<file path="src/rtl/param_report_tx.sv">
// Streams elaboration-time parameter name/value pairs as ASCII lines "NAME=0xHHHH\n"
// over a byte-wide valid/ready interface; inputs are captured when a report starts.
module param_report_tx #(
  parameter int unsigned NUM_PARAMS = 4,
  parameter int unsigned NAME_LEN   = 8,
  parameter int unsigned VALUE_W    = 32
) (
  input  logic                             clk,
  input  logic                             rst,
  input  logic                             start,
  input  logic [NUM_PARAMS*NAME_LEN*8-1:0] names,
  input  logic [NUM_PARAMS*VALUE_W-1:0]    values,
  output logic                             busy,
  output logic                             done,
  output logic [7:0]                       tx_data,
  output logic                             tx_valid,
  input  logic                             tx_ready
);

  localparam int unsigned NB   = NAME_LEN * 8;
  localparam int unsigned NIBS = VALUE_W / 4;
  localparam int unsigned CW   = (NAME_LEN > 1)   ? $clog2(NAME_LEN)   : 1;
  localparam int unsigned NW   = (NIBS > 1)       ? $clog2(NIBS)       : 1;
  localparam int unsigned EW   = (NUM_PARAMS > 1) ? $clog2(NUM_PARAMS) : 1;

  typedef enum logic [2:0] {
    S_IDLE,
    S_NAME,
    S_EQ,
    S_PFX0,
    S_PFX1,
    S_HEX,
    S_NL,
    S_FIN
  } state_e;

  state_e                         state_q, state_d;
  logic [CW-1:0]                  char_q, char_d;
  logic [NW-1:0]                  nib_q, nib_d;
  logic [EW-1:0]                  entry_q, entry_d;
  logic [NUM_PARAMS*NB-1:0]       names_q;
  logic [NUM_PARAMS*VALUE_W-1:0]  values_q;

  logic [EW-1:0]      nxt_entry;
  logic               last_entry;
  logic [NB-1:0]      cur_name;
  logic [NB-1:0]      next_name;
  logic [VALUE_W-1:0] cur_val;
  logic [3:0]         nibble;
  logic [7:0]         cur_char;
  logic [7:0]         hex_char;
  logic [CW:0]        hit;

  // Returns {found, index} of the first non-NUL character at or after 'from'.
  // The char index therefore always points at a byte worth sending, so NULs cost no cycle.
  function automatic logic [CW:0] seek(input logic [NB-1:0] name, input int unsigned from);
    logic [CW:0] r;
    r = '0;
    for (int unsigned k = NAME_LEN; k > 0; k--) begin
      if ((k - 1) >= from && name[(NAME_LEN - k)*8 +: 8] != 8'h00) begin
        r = {1'b1, CW'(k - 1)};
      end
    end
    return r;
  endfunction

  assign last_entry = (entry_q == EW'(NUM_PARAMS - 1));
  assign nxt_entry  = last_entry ? '0 : entry_q + 1'b1;
  assign cur_name   = names_q[entry_q*NB +: NB];
  assign next_name  = names_q[nxt_entry*NB +: NB];
  assign cur_val    = values_q[entry_q*VALUE_W +: VALUE_W];
  assign nibble     = cur_val[nib_q*4 +: 4];
  assign cur_char   = cur_name[(NAME_LEN - 1 - char_q)*8 +: 8];
  assign hex_char   = (nibble < 4'd10) ? (8'h30 + {4'h0, nibble}) : (8'h37 + {4'h0, nibble});

  always_ff @(posedge clk or posedge rst) begin
    if (rst) begin
      state_q  <= S_IDLE;
      char_q   <= '0;
      nib_q    <= '0;
      entry_q  <= '0;
      names_q  <= '0;
      values_q <= '0;
    end else begin
      state_q <= state_d;
      char_q  <= char_d;
      nib_q   <= nib_d;
      entry_q <= entry_d;
      if (state_q == S_IDLE && start) begin
        names_q  <= names;
        values_q <= values;
      end
    end
  end

  always_comb begin
    state_d  = state_q;
    char_d   = char_q;
    nib_d    = nib_q;
    entry_d  = entry_q;
    busy     = 1'b0;
    done     = 1'b0;
    tx_valid = 1'b0;
    tx_data  = '0;
    hit      = '0;
    unique case (state_q)
      S_IDLE: begin
        if (start) begin
          // Captured names are not registered yet, so search the live input for entry 0.
          entry_d = '0;
          hit     = seek(names[NB-1:0], 0);
          char_d  = hit[CW-1:0];
          state_d = hit[CW] ? S_NAME : S_EQ;
        end
      end
      S_NAME: begin
        busy     = 1'b1;
        tx_valid = 1'b1;
        tx_data  = cur_char;
        if (tx_ready) begin
          hit     = seek(cur_name, 32'(char_q) + 1);
          char_d  = hit[CW-1:0];
          state_d = hit[CW] ? S_NAME : S_EQ;
        end
      end
      S_EQ: begin
        busy     = 1'b1;
        tx_valid = 1'b1;
        tx_data  = 8'h3D;
        if (tx_ready) state_d = S_PFX0;
      end
      S_PFX0: begin
        busy     = 1'b1;
        tx_valid = 1'b1;
        tx_data  = 8'h30;
        if (tx_ready) state_d = S_PFX1;
      end
      S_PFX1: begin
        busy     = 1'b1;
        tx_valid = 1'b1;
        tx_data  = 8'h78;
        if (tx_ready) begin
          nib_d   = NW'(NIBS - 1);
          state_d = S_HEX;
        end
      end
      S_HEX: begin
        busy     = 1'b1;
        tx_valid = 1'b1;
        tx_data  = hex_char;
        if (tx_ready) begin
          if (nib_q == '0) state_d = S_NL;
          else             nib_d   = nib_q - 1'b1;
        end
      end
      S_NL: begin
        busy     = 1'b1;
        tx_valid = 1'b1;
        tx_data  = 8'h0A;
        if (tx_ready) begin
          if (last_entry) begin
            state_d = S_FIN;
          end else begin
            entry_d = nxt_entry;
            hit     = seek(next_name, 0);
            char_d  = hit[CW-1:0];
            state_d = hit[CW] ? S_NAME : S_EQ;
          end
        end
      end
      S_FIN: begin
        done    = 1'b1;
        state_d = S_IDLE;
      end
      default: state_d = S_IDLE;
    endcase
  end

endmodule

</file>
<file path="config.mk">
export PLATFORM = sky130hd
export DESIGN_NAME = param_report_tx
export DESIGN_NICKNAME = d
export VERILOG_FILES = /design/src/rtl/param_report_tx.sv
export SDC_FILE = /design/constraint.sdc
export NUM_CORES = 1
export LEC_CHECK = 0
export ABC_AREA = 1
export ABC_CLOCK_PERIOD_IN_PS = 18300
export CAP_MARGIN = 20
export CORE_MARGIN = 2
export CORE_UTILIZATION = 30
export DETAILED_ROUTE_END_ITERATION = 10
export GPL_ROUTABILITY_DRIVEN = 1
export SYNTH_ARGS = -nofsm -noshare
export SYNTH_HDL_FRONTEND = slang
export SYNTH_SLANG_ARGS = --single-unit
export TNS_END_PERCENT = 1
</file>
<file path="constraint.sdc">
create_clock -name clk -period 18.3 [get_ports clk]
set_input_delay 4.575 -clock clk [delete_from_list [all_inputs] [get_ports clk]]
set_output_delay 4.575 -clock clk [all_outputs]
set_load 0.01 [all_outputs]
</file>
==> impl_results.md <==
- Fill cell count: just under 7000
- Post-route worst setup slack: 8.74 ns
- Die Area: between 0.07 and 0.08 mm2
- Seq/Total Area, Yosys: 47.7%
- Global route overflow: 0
- Mean Syn Cell Area: between 8 and 9 um2
- Min Hold Slack: about 0.5 ns
- CTS Buf Count: 47
- H-tree Lvls: 2
- Top-Level Pins: ~400
- Detail-routed net length per standard cell: about 20 um
- Port-buffer cells: slightly below 400
- Cell count after synthesis: about 2400
- Clock period minus worst slack: 9.56 ns
- Die W: 267 um
- Grt met2 use: between 30% and 40%
- Worst path arrival time: roughly 5.0 ns
- Antenna Nets Post-Route: 0
- Vias: approximately 18000
- Initial antenna violation count: 16
- Starting Density: 30.3%
- Clk Latency, worst-skew pair: about 0.60 ns
- CTS Hold Bufs: 0
- Share of cells above drive strength 1: about 12%
- Worst slew pin tran: 1.15 ns
- DRT Pass-1 Iters: 5
- # rows: 96
- Final Util: approximately two fifths
- Post-DP HPWL: about 54000 um
- Mapped Area: about 0.021 mm2
- #FFs+latches synth: 395
- Fin Clk Skew: 0.0261 ns
- DR DRC count: 0
- Unrepaired setup endpoints after global routing: false
- Max Freq: between 0.1 and 0.15 GHz
- Worst min path class: reg -> reg
- Largest net degree at the start of global routing: around 170
- Critical path endpoint category: output port
- Synth cell types: 38
- Commonest non-fill, non-tap cells in the layout: nand2_1 (614), clkdlybuf4s50_1 (398), dfrtp_1 (393), o21ai_0 (271), mux2_2 (238)
- Status: finished clean
- Total power: roughly 4.5 mW
- Worst-path clk slew: approximately 0.06 ns
- Number of synthesized flops with an enable pin: 0
- Slew Viols, Final: 0
- GRT met1 Usage: 27.6%
- Final Hold Viols: 0
- First-pass GRT wire length: about 110000 um
- Worst relative slew slack: 23.4%
- Setup bufs post-CTS: 0
- CTS Sinks: approximately 400
- Syn Nets: 2821
- Worst VDD drop: just under 0.00007 V
- GPL Wtd Cong: just over 0.9
- Area Overhead vs Synth: 29.1%
- Dpl ws: 9.34 ns
- CTS tree: built
- GR Util All Layers: just over 20%
- DR vias/cell: about 5
- 1st-iter DRT viols: 1326
- Number of global-route vias before repair: about 18000
- Final period utilization: around 52%
- CTS root buffer: clkbuf_16
- YS warnings: 0
- Pwr/cell area: roughly 170 mW/mm2
- Critical Path Start Type: flip-flop
- Crit Path Class: reg -> out
- Crit-path max FO: between 90 and 100
- Setup Viol. Count Final: 0
- DRT Wirelength: around 74000 um
- # resized after CTS: 0
- Reg area: 0.00989 mm2
- Core box area: slightly below 0.07 mm2
- Multi-input gate area: about 0.0093 mm2
- Post-synth top flop: dfrtp_1
- Most Crowded Layer GR: met2
- Met3 usage: 4.53%
- Crit path required time: roughly 14 ns
- Max-cap violation count: 0
- TNS Setup: 0 ns
- LEAKAGE: between 10 and 15 nW
- Layout net count: ~3100
- Most common cell after layout, fill and taps aside: nand2_1
- FFs w/ async S/R, synth: 100%
- Longest Clk Path Bufs: 3
- Die height: approximately 270 um
## where the power goes
part	leakage (nW)	total, mW	internal, mW	switching (mW)
clock network	0.792	0.974	0.585	0.389
registers	4.76	1.66	1.32	0.341
logic	6.00	1.90	0.768	1.13
## stage by stage
| step | cells | area [um2] |
|---|---|---|
| after floorplan | 2425 | 20700 |
| after global placement | 3580 | 25100 |
| after detailed placement | 3580 | 25100 |
| after CTS | 3666 | 26700 |
| after global routing | 3678 | 26800 |
| final | 3678 | 26800 |
## cells by family (layout without fill, tap and decap cells)
group                    count (synthesis)  count (layout)  share of synthesized area (%)
other                                    0              12                              0
multiplexers                           238             238                           12.9
flip-flops                             395             395                           47.7
AND/OR/NAND/NOR                       1051            1051                           21.0
adder cells (fa/ha/maj)                  8               8                          0.483
buffers and inverters                  339             698                           7.60
XOR/XNOR                                 1               1                         0.0422
AO/OA/AOI/OAI                          393             393                           10.3
## worst max-delay path, cell delays in order, from the launching register on
cell	delay (ns)
dfrtp_4	0.64
inv_4	0.62
buf_4	0.91
nor2_1	0.09
nor2_1	0.13
a21oi_1	0.05
a21oi_1	0.14
o21ai_0	0.10
nand2_1	0.13
nand2_1	0.06
o21ai_1	0.18
inv_1	0.10
ha_1	0.22
nand3b_1	0.16
nand4_1	0.10
nand2_1	0.06
nand2_1	0.09
clkdlybuf4s50_1	0.54
## cells in the mapped netlist, types with 2 or more instances
cell type / instances / area share (%)
nand2_1: 614 / 11
dfrtp_1: 395 / 48
o21ai_0: 271 / 6.5
mux2_2: 238 / 13
inv_1: 192 / 3.5
nor2_1: 182 / 3.3
nand3_1: 181 / 4.4
buf_2: 67 / 1.6
a21oi_1: 60 / 1.4
nand4_1: 42 / 1.3
clkbuf_1: 36 / 0.65
o221ai_1: 29 / 1.2
buf_6: 24 / 1.3
nor3_1: 14 / 0.34
nor4_1: 11 / 0.33
buf_4: 10 / 0.36
ha_1: 8 / 0.48
o21ai_1: 7 / 0.17
a221oi_1: 5 / 0.21
o211ai_1: 5 / 0.18
a31oi_1: 4 / 0.12
clkinv_1: 4 / 0.072
o22ai_1: 4 / 0.12
buf_1: 3 / 0.054
nor2_2: 3 / 0.091
a22oi_1: 2 / 0.072
inv_2: 2 / 0.036
o31ai_1: 2 / 0.072
## layout make-up
type                    count  area share [%]
flip-flops and latches    395            37.0
multi-input cells        1691            34.7
repair buffers            413            15.3
clock buffers              67            5.05
well taps                 882            4.12
inverters                 199            2.83
clock inverters            19           0.907
diodes                     12           0.112
## metal layers
layer,share of wire [%],wire [um]
met1,44,32700
met2,45,33200
met3,7.2,5300
met4,3.1,2320
met5,0.063,46
## worst paths after layout
path	end	start	depth (start not counted)	slack, ns
min	values_q[37]$_DFFE_PP0P_	values_q[37]$_DFFE_PP0P_	1	0.50
min in group asynchronous	values_q[66]$_DFFE_PP0P_	rst	2	4.61
min reg2reg	values_q[37]$_DFFE_PP0P_	values_q[37]$_DFFE_PP0P_	1	0.50
max	tx_data[2]	entry_q[0]$_DFFE_PP0P_	17	8.74
max in group asynchronous	entry_q[1]$_DFFE_PP0P_	rst	3	12.07
max reg2reg	state_q[0]$_DFFE_PP0P_	entry_q[0]$_DFFE_PP0P_	13	13.31
## registers in the layout (all words and copies together), names as in the netlist
register	flops
names_q	256
values_q	128
char_q	3
state_q	3
nib_q	3
entry_q	2
No activity file was read; power rests on OpenSTA's default activity.
